## config.mk

```make
export PLATFORM = sky130hd
export DESIGN_NAME = heap_pq
export DESIGN_NICKNAME = d
export VERILOG_FILES = /design/src/rtl/heap_pkg.sv /design/src/rtl/heap_key_cmp.sv /design/src/rtl/heap_pq.sv
export SDC_FILE = /design/constraint.sdc
export NUM_CORES = 1
export LEC_CHECK = 0
export ABC_AREA = 0
export CAP_MARGIN = 25
export CORE_ASPECT_RATIO = 1.2
export CORE_UTILIZATION = 35
export CTS_BUF_LIST = sky130_fd_sc_hd__clkbuf_4
export CTS_CLUSTER_DIAMETER = 120
export DETAILED_ROUTE_END_ITERATION = 7
export PLACE_DENSITY = 0.6
export SLEW_MARGIN = 30
export SYNTH_ARGS = -nofsm -noshare
export SYNTH_HDL_FRONTEND = slang
export SYNTH_SLANG_ARGS = --single-unit
```

## constraint.sdc

```tcl
create_clock -name clk -period 9.5 [get_ports clk]
set_clock_uncertainty 0.05 [all_clocks]
set_input_delay 2.85 -clock clk [delete_from_list [all_inputs] [get_ports clk]]
set_output_delay 2.85 -clock clk [all_outputs]
set_load 0.005 [all_outputs]
```

## src/rtl/heap_pkg.sv

```systemverilog
// heap_pkg: state encoding and heap index helpers shared by heap_pq
package heap_pkg;
    typedef enum logic [1:0] {IDLE = 2'd0, SIFT_UP = 2'd1, SIFT_DOWN = 2'd2} state_t;
    localparam int IDX_W = 16;
    function automatic logic [IDX_W-1:0] parent_idx(input logic [IDX_W-1:0] i);
        return (i - 1'b1) >> 1;
    endfunction
    function automatic logic [IDX_W-1:0] left_idx(input logic [IDX_W-1:0] i);
        return (i << 1) + 1'b1;
    endfunction
endpackage

```

## src/rtl/heap_key_cmp.sv

```systemverilog
// heap_key_cmp: picks the better child and decides whether it must swap with the node
module heap_key_cmp #(
    parameter int KEY_WIDTH = 4,
    parameter bit MAX_FIRST = 1'b0
) (
    input  logic [KEY_WIDTH-1:0] node_key,
    input  logic [KEY_WIDTH-1:0] left_key,
    input  logic [KEY_WIDTH-1:0] right_key,
    input  logic                 left_ok,
    input  logic                 right_ok,
    output logic                 sel_right,
    output logic                 swap
);
    logic [KEY_WIDTH-1:0] child_key;
    function automatic logic better(input logic [KEY_WIDTH-1:0] a, input logic [KEY_WIDTH-1:0] b);
        return MAX_FIRST ? (a > b) : (a < b);
    endfunction
    assign sel_right = right_ok && (!left_ok || better(right_key, left_key));
    assign child_key = sel_right ? right_key : left_key;
    assign swap = (left_ok || right_ok) && better(child_key, node_key);
endmodule

```

## src/rtl/heap_pq.sv

```systemverilog
// heap_pq: binary-heap priority queue with valid/ready on both sides and min/max ordering
module heap_pq
    import heap_pkg::*;
#(
    parameter int DATA_WIDTH = 8,
    parameter int KEY_WIDTH  = 4,
    parameter int NLEVELS    = 3,
    parameter bit MAX_FIRST  = 1'b0
) (
    input  logic                  clk,
    input  logic                  rstn,
    input  logic                  flush,
    input  logic [DATA_WIDTH-1:0] in_data,
    input  logic                  in_valid,
    output logic                  in_ready,
    output logic [DATA_WIDTH-1:0] out_data,
    output logic                  out_valid,
    input  logic                  out_ready,
    output logic [NLEVELS-1:0]    count,
    output logic                  full,
    output logic                  empty
);
    localparam int CAP = 2**NLEVELS - 1;
    localparam int IW  = NLEVELS + 1;
    logic [DATA_WIDTH-1:0] heap [CAP];
    logic [DATA_WIDTH-1:0] hp [2**IW];
    state_t state, state_n;
    logic [NLEVELS-1:0] cur, cur_n, count_n, tgt, wr_idx;
    logic [IW-1:0] par, lc, rc;
    logic [DATA_WIDTH-1:0] wr_data;
    logic push, pop, wr_en, do_swap, sel_right, swap, up;
    // zero-padded view so out-of-range child/parent indices read harmlessly
    for (genvar g = 0; g < 2**IW; g++) begin : g_hp
        if (g < CAP) begin : g_r
            assign hp[g] = heap[g];
        end else begin : g_z
            assign hp[g] = '0;
        end
    end
    assign up = state == SIFT_UP;
    assign par = IW'(parent_idx(IDX_W'({1'b0, cur})));
    assign lc = IW'(left_idx(IDX_W'({1'b0, cur})));
    assign rc = lc + 1'b1;
    heap_key_cmp #(.KEY_WIDTH(KEY_WIDTH), .MAX_FIRST(MAX_FIRST)) u_cmp (
        .node_key (up ? hp[par][KEY_WIDTH-1:0] : hp[{1'b0, cur}][KEY_WIDTH-1:0]),
        .left_key (up ? hp[{1'b0, cur}][KEY_WIDTH-1:0] : hp[lc][KEY_WIDTH-1:0]),
        .right_key(hp[rc][KEY_WIDTH-1:0]),
        .left_ok  (up || (lc < {1'b0, count})),
        .right_ok (!up && (rc < {1'b0, count})),
        .sel_right(sel_right),
        .swap     (swap)
    );
    assign tgt = up ? par[NLEVELS-1:0] : (sel_right ? rc[NLEVELS-1:0] : lc[NLEVELS-1:0]);
    assign full = &count;
    assign empty = ~|count;
    assign in_ready = (state == IDLE) && !full;
    assign out_valid = (state == IDLE) && !empty;
    assign out_data = heap[0];
    assign push = in_valid && in_ready;
    assign pop = out_valid && out_ready;
    always_comb begin
        state_n = state;
        cur_n = cur;
        count_n = count;
        wr_en = 1'b0;
        wr_idx = count;
        wr_data = in_data;
        do_swap = 1'b0;
        if (flush) begin
            state_n = IDLE;
            count_n = '0;
        end else begin
            case (state)
                IDLE: if (push || pop) begin
                    wr_en = 1'b1;
                    wr_idx = pop ? '0 : count;
                    wr_data = (pop && !push) ? hp[{1'b0, count - 1'b1}] : in_data;
                    count_n = (push && pop) ? count : (push ? count + 1'b1 : count - 1'b1);
                    cur_n = pop ? '0 : count;
                    state_n = pop ? ((count == NLEVELS'(1)) ? IDLE : SIFT_DOWN) : (empty ? IDLE : SIFT_UP);
                end
                SIFT_UP: if (cur != '0 && swap) begin
                    do_swap = 1'b1;
                    cur_n = tgt;
                end else state_n = IDLE;
                SIFT_DOWN: if (swap) begin
                    do_swap = 1'b1;
                    cur_n = tgt;
                end else state_n = IDLE;
                default: state_n = IDLE;
            endcase
        end
    end
    always_ff @(posedge clk or negedge rstn) begin
        if (!rstn) begin
            state <= IDLE;
            cur <= '0;
            count <= '0;
            for (int i = 0; i < CAP; i++) heap[i] <= '0;
        end else begin
            state <= state_n;
            cur <= cur_n;
            count <= count_n;
            if (do_swap) begin
                heap[cur] <= hp[{1'b0, tgt}];
                heap[tgt] <= hp[{1'b0, cur}];
            end else if (wr_en) heap[wr_idx] <= wr_data;
        end
    end
endmodule
```

==> results.md <==
- Simple-Gate Fraction of Synth Area: 21.00%
- CP Max Fanout: 74
- Vias in the first global route: 6,934
- DP Wirelength: 21,010 um
- Worst Min Path Start: state[1]$_DFFE_PN0P_
- Max incr delay on CP: 0.86 ns
- Floorplan row count: 54
- Worst setup SP type: flip-flop
- CTS sink cnt: 64
- Slew Viols, Final: 0
- Critical path's slowest cell: ha_1
- Total number of vias: 7,516
- CP cell instances: inv_2 -> ha_1 -> mux4_2 -> nor2b_1 -> ha_1 -> a211oi_1 -> nand3_1 -> o21ai_2 -> nand2_1 -> o21ai_0 -> ha_1 -> a21oi_1 -> nand3b_1 -> o41a_1 -> or4b_4 -> and3_1 -> nor2_2 -> a221o_1
- Share of the synthesized area in the top cell type: 24.32%
- Hold Path Cell Cnt: 2
- Reg clk slew, reported paths: 0.13 ns
- Crit path kind: reg -> reg
- Endpoints failing setup: 0
- Die Y: 152.3 um
- Ys Warns: 0
- Post_cts resized: 0
- Post-DR wirelength/cell: 27.92 um
- Die X: 127.2 um
- Depth of the worst register-to-register path: 18
- Top delay family on crit path: simple AND/OR/NAND/NOR gates
- Initial cell density of the core: 35.96%
- Most frequent cell after synthesis: nand2_1
- EDFF count, synth: 0
- Vias per cell: 7.064
- Crit Reg-Reg Endpoint: heap[38]$_DFFE_PN0P_
- Crit path buf inv count: 1
- Post-synthesis mux area share: 11.25%
- Insertion delay to the later sink of the worst-skew pair: 0.46 ns
- CTS Root Cell: clkbuf_4
- Commonest cells post-synth: 91 x nand2_1, 66 x nor2_1, 64 x dfrtp_1
- Mean Syn Cell Area: 8.231 sq um
- CP Capture Point: heap[38]$_DFFE_PN0P_
- Global route total overflow: 0
- Met3 GRT Util: 6.812%
- Die area: 19,370 sq um
- Max frequency: 131.2 MHz
- Hold-fix buffers at CTS: 0
- Synth Net Count: 835
- Worst Path Arrival: 7.98 ns
- Tcrit/Tclk final: 80.25%
- M1 GR Usage: 38.95%
- Clock Path Buffers: 2
- Filler cell count: 1,895
- Antenna violations before repair: 1
- Total iterations of the first detailed-routing run: 8
- GRT Total Usage: 30.58%
- Synth cell types: 77
- FF-to-FF setup slack: 1.88 ns
- Cell repeated most along the worst path: ha_1
- Setup bufs post-CTS: 0
- RSZ-0062 raised after global routing: false
- Cell count after synthesis: 800
- Post-layout nets: 841
- Hold WC Path Type: reg -> reg
- Top Usage Layer GRT: met2
- Core region area: 18,310 sq um
- CTS Buf Count: 9
- Final Hold Fails: 0
- CP Data Required Time: 9.85 ns
- CP Capture Type: flip-flop
- Levels on crit path: 18
- Routability cong.: 1.008
- Complex-gate fraction of the synthesized area: 32.76%
- Adder-Cell Fraction of Synth Area: 4.180%
- Top cells by area, synth: dfrtp_1 24%, mux4_2 5.5%, nand2_1 5.2%, a221o_1 5.0%, mux2i_1 4.4%
- DRC: 0
- Share of post-route cells with drive strength above 1: 10.97%
- Synth Area in XOR/XNOR: 1.159%
- Global-route wire length before repair: 43,970 um
- Number of I/O pins: 28
- Global routing usage on met2: 45.87%
- Critical path startpoint: cur[0]$_DFFE_PN0P_
- Asr flop ratio synth: 100.0%
- Total Negative Setup Slacks: 0 ns
- Slew headroom: 25.33%
- Final WL: 29,710 um
- Max-cap check violation count: 0
- Worst hold slack: 0.5335 ns
- Post-synthesis cell area: 6585 sq um
- Dpl cell area: 7049 sq um
- Flop and latch count out of synthesis: 64
- Htree depth: 3
- Final critical-path required period: 7.624 ns
- Layout area overhead: 10.30%
- Iter 0 DRT Violations: 1,354
- Critical R2R Launch: cur[0]$_DFFE_PN0P_
- Sequential element share of the synthesized area: 24.32%
- Largest family of logic cells by synthesized area: compound AO/OA/AOI/OAI gates
- Area leader, netlist: dfrtp_1
- Largest net degree at the start of global routing: 75
- Status: finished, final reports clean
- Slew @ Worst Pin: 1.116 ns
- Layout Utilization: 39.67%
- IO Port Bufs: 27
- TritonCTS clock tree: done
- Antenna-violating nets left: 0
- Post-route design area: 7263 sq um
- Dominant synthesized flop cell: dfrtp_1
[tightest hold or removal path, stage by stage, from the launching register on]
cell     delay [ns]
dfrtp_1        0.44
nand2_1        0.07
a21oi_1        0.05
[state kept, by name, summed over array words and instances, names as in the netlist]
name      cells
state         2
out_data      8
heap         48
cur           3
count         3
[per-stage QoR]
stage / setup slack [ns] / instances
after floorplan: 2.901 / 800
after global placement: 1.935 / 1047
after detailed placement: 1.790 / 1047
after CTS: 1.734 / 1063
after global routing: 1.525 / 1064
final: 1.876 / 1064
[layer usage]
metal | routed length (um) | part of all wire, %
met1 | 11110 | 37
met2 | 12670 | 43
met3 | 3512 | 12
met4 | 2416 | 8.1
met5 | 0 | 0
[how the worst min path moves through the flow]
stage | endpoint | slack (ns)
6_report | state[1]$_DFFE_PN0P_ | 0.53
5_1_grt | state[1]$_DFFE_PN0P_ | 0.57
4_1_cts | state[1]$_DFFE_PN0P_ | 0.54
3_5_place_dp | heap[21]$_DFFE_PN0P_ | 0.51
3_3_place_gp | state[1]$_DFFE_PN0P_ | 0.51
2_1_floorplan | heap[31]$_DFFE_PN0P_ | 0.46
[final cells by class]
cell class | count | area [sq um] | share of cell area, %
multi-input combinational | 666 | 4674 | 64.36
sequential | 64 | 1602 | 22.05
timing repair buffer | 46 | 411.6 | 5.668
tap | 252 | 315.3 | 4.341
clock inverter | 7 | 118.9 | 1.637
inverter | 19 | 71.32 | 0.9819
clock buffer | 9 | 67.56 | 0.9302
antenna | 1 | 2.502 | 0.03445
[logic make-up after synthesis]
kind of cell	Yosys count
mux	53
compound gates	296
xor+xnor	7
simple gates	288
flops	64
buf+inv	70
fa+ha+maj	22
[cell usage in the layout, fill, tap and decap left out, types with 8 or more instances in the layout]
cell type	n
mux4_2	16
mux2_2	8
o22ai_1	14
a22o_1	14
mux2i_1	29
a221o_1	33
clkdlybuf4s50_1	26
clkbuf_4	9
buf_4	18
a22oi_1	18
dfrtp_1	64
o21ai_1	12
o211ai_1	11
a21oi_1	47
a221oi_1	11
inv_1	17
nor2_1	66
nor2b_1	16
nor3_1	18
o21ai_0	43
a211oi_1	11
a31oi_1	10
nand2b_1	10
o31ai_1	14
nand3_1	45
nand2_1	91
ha_1	22
Power is left out: the tool's default activity adds up to more than one toggle a clock period on the data nets, which glitch-free logic cannot reach.
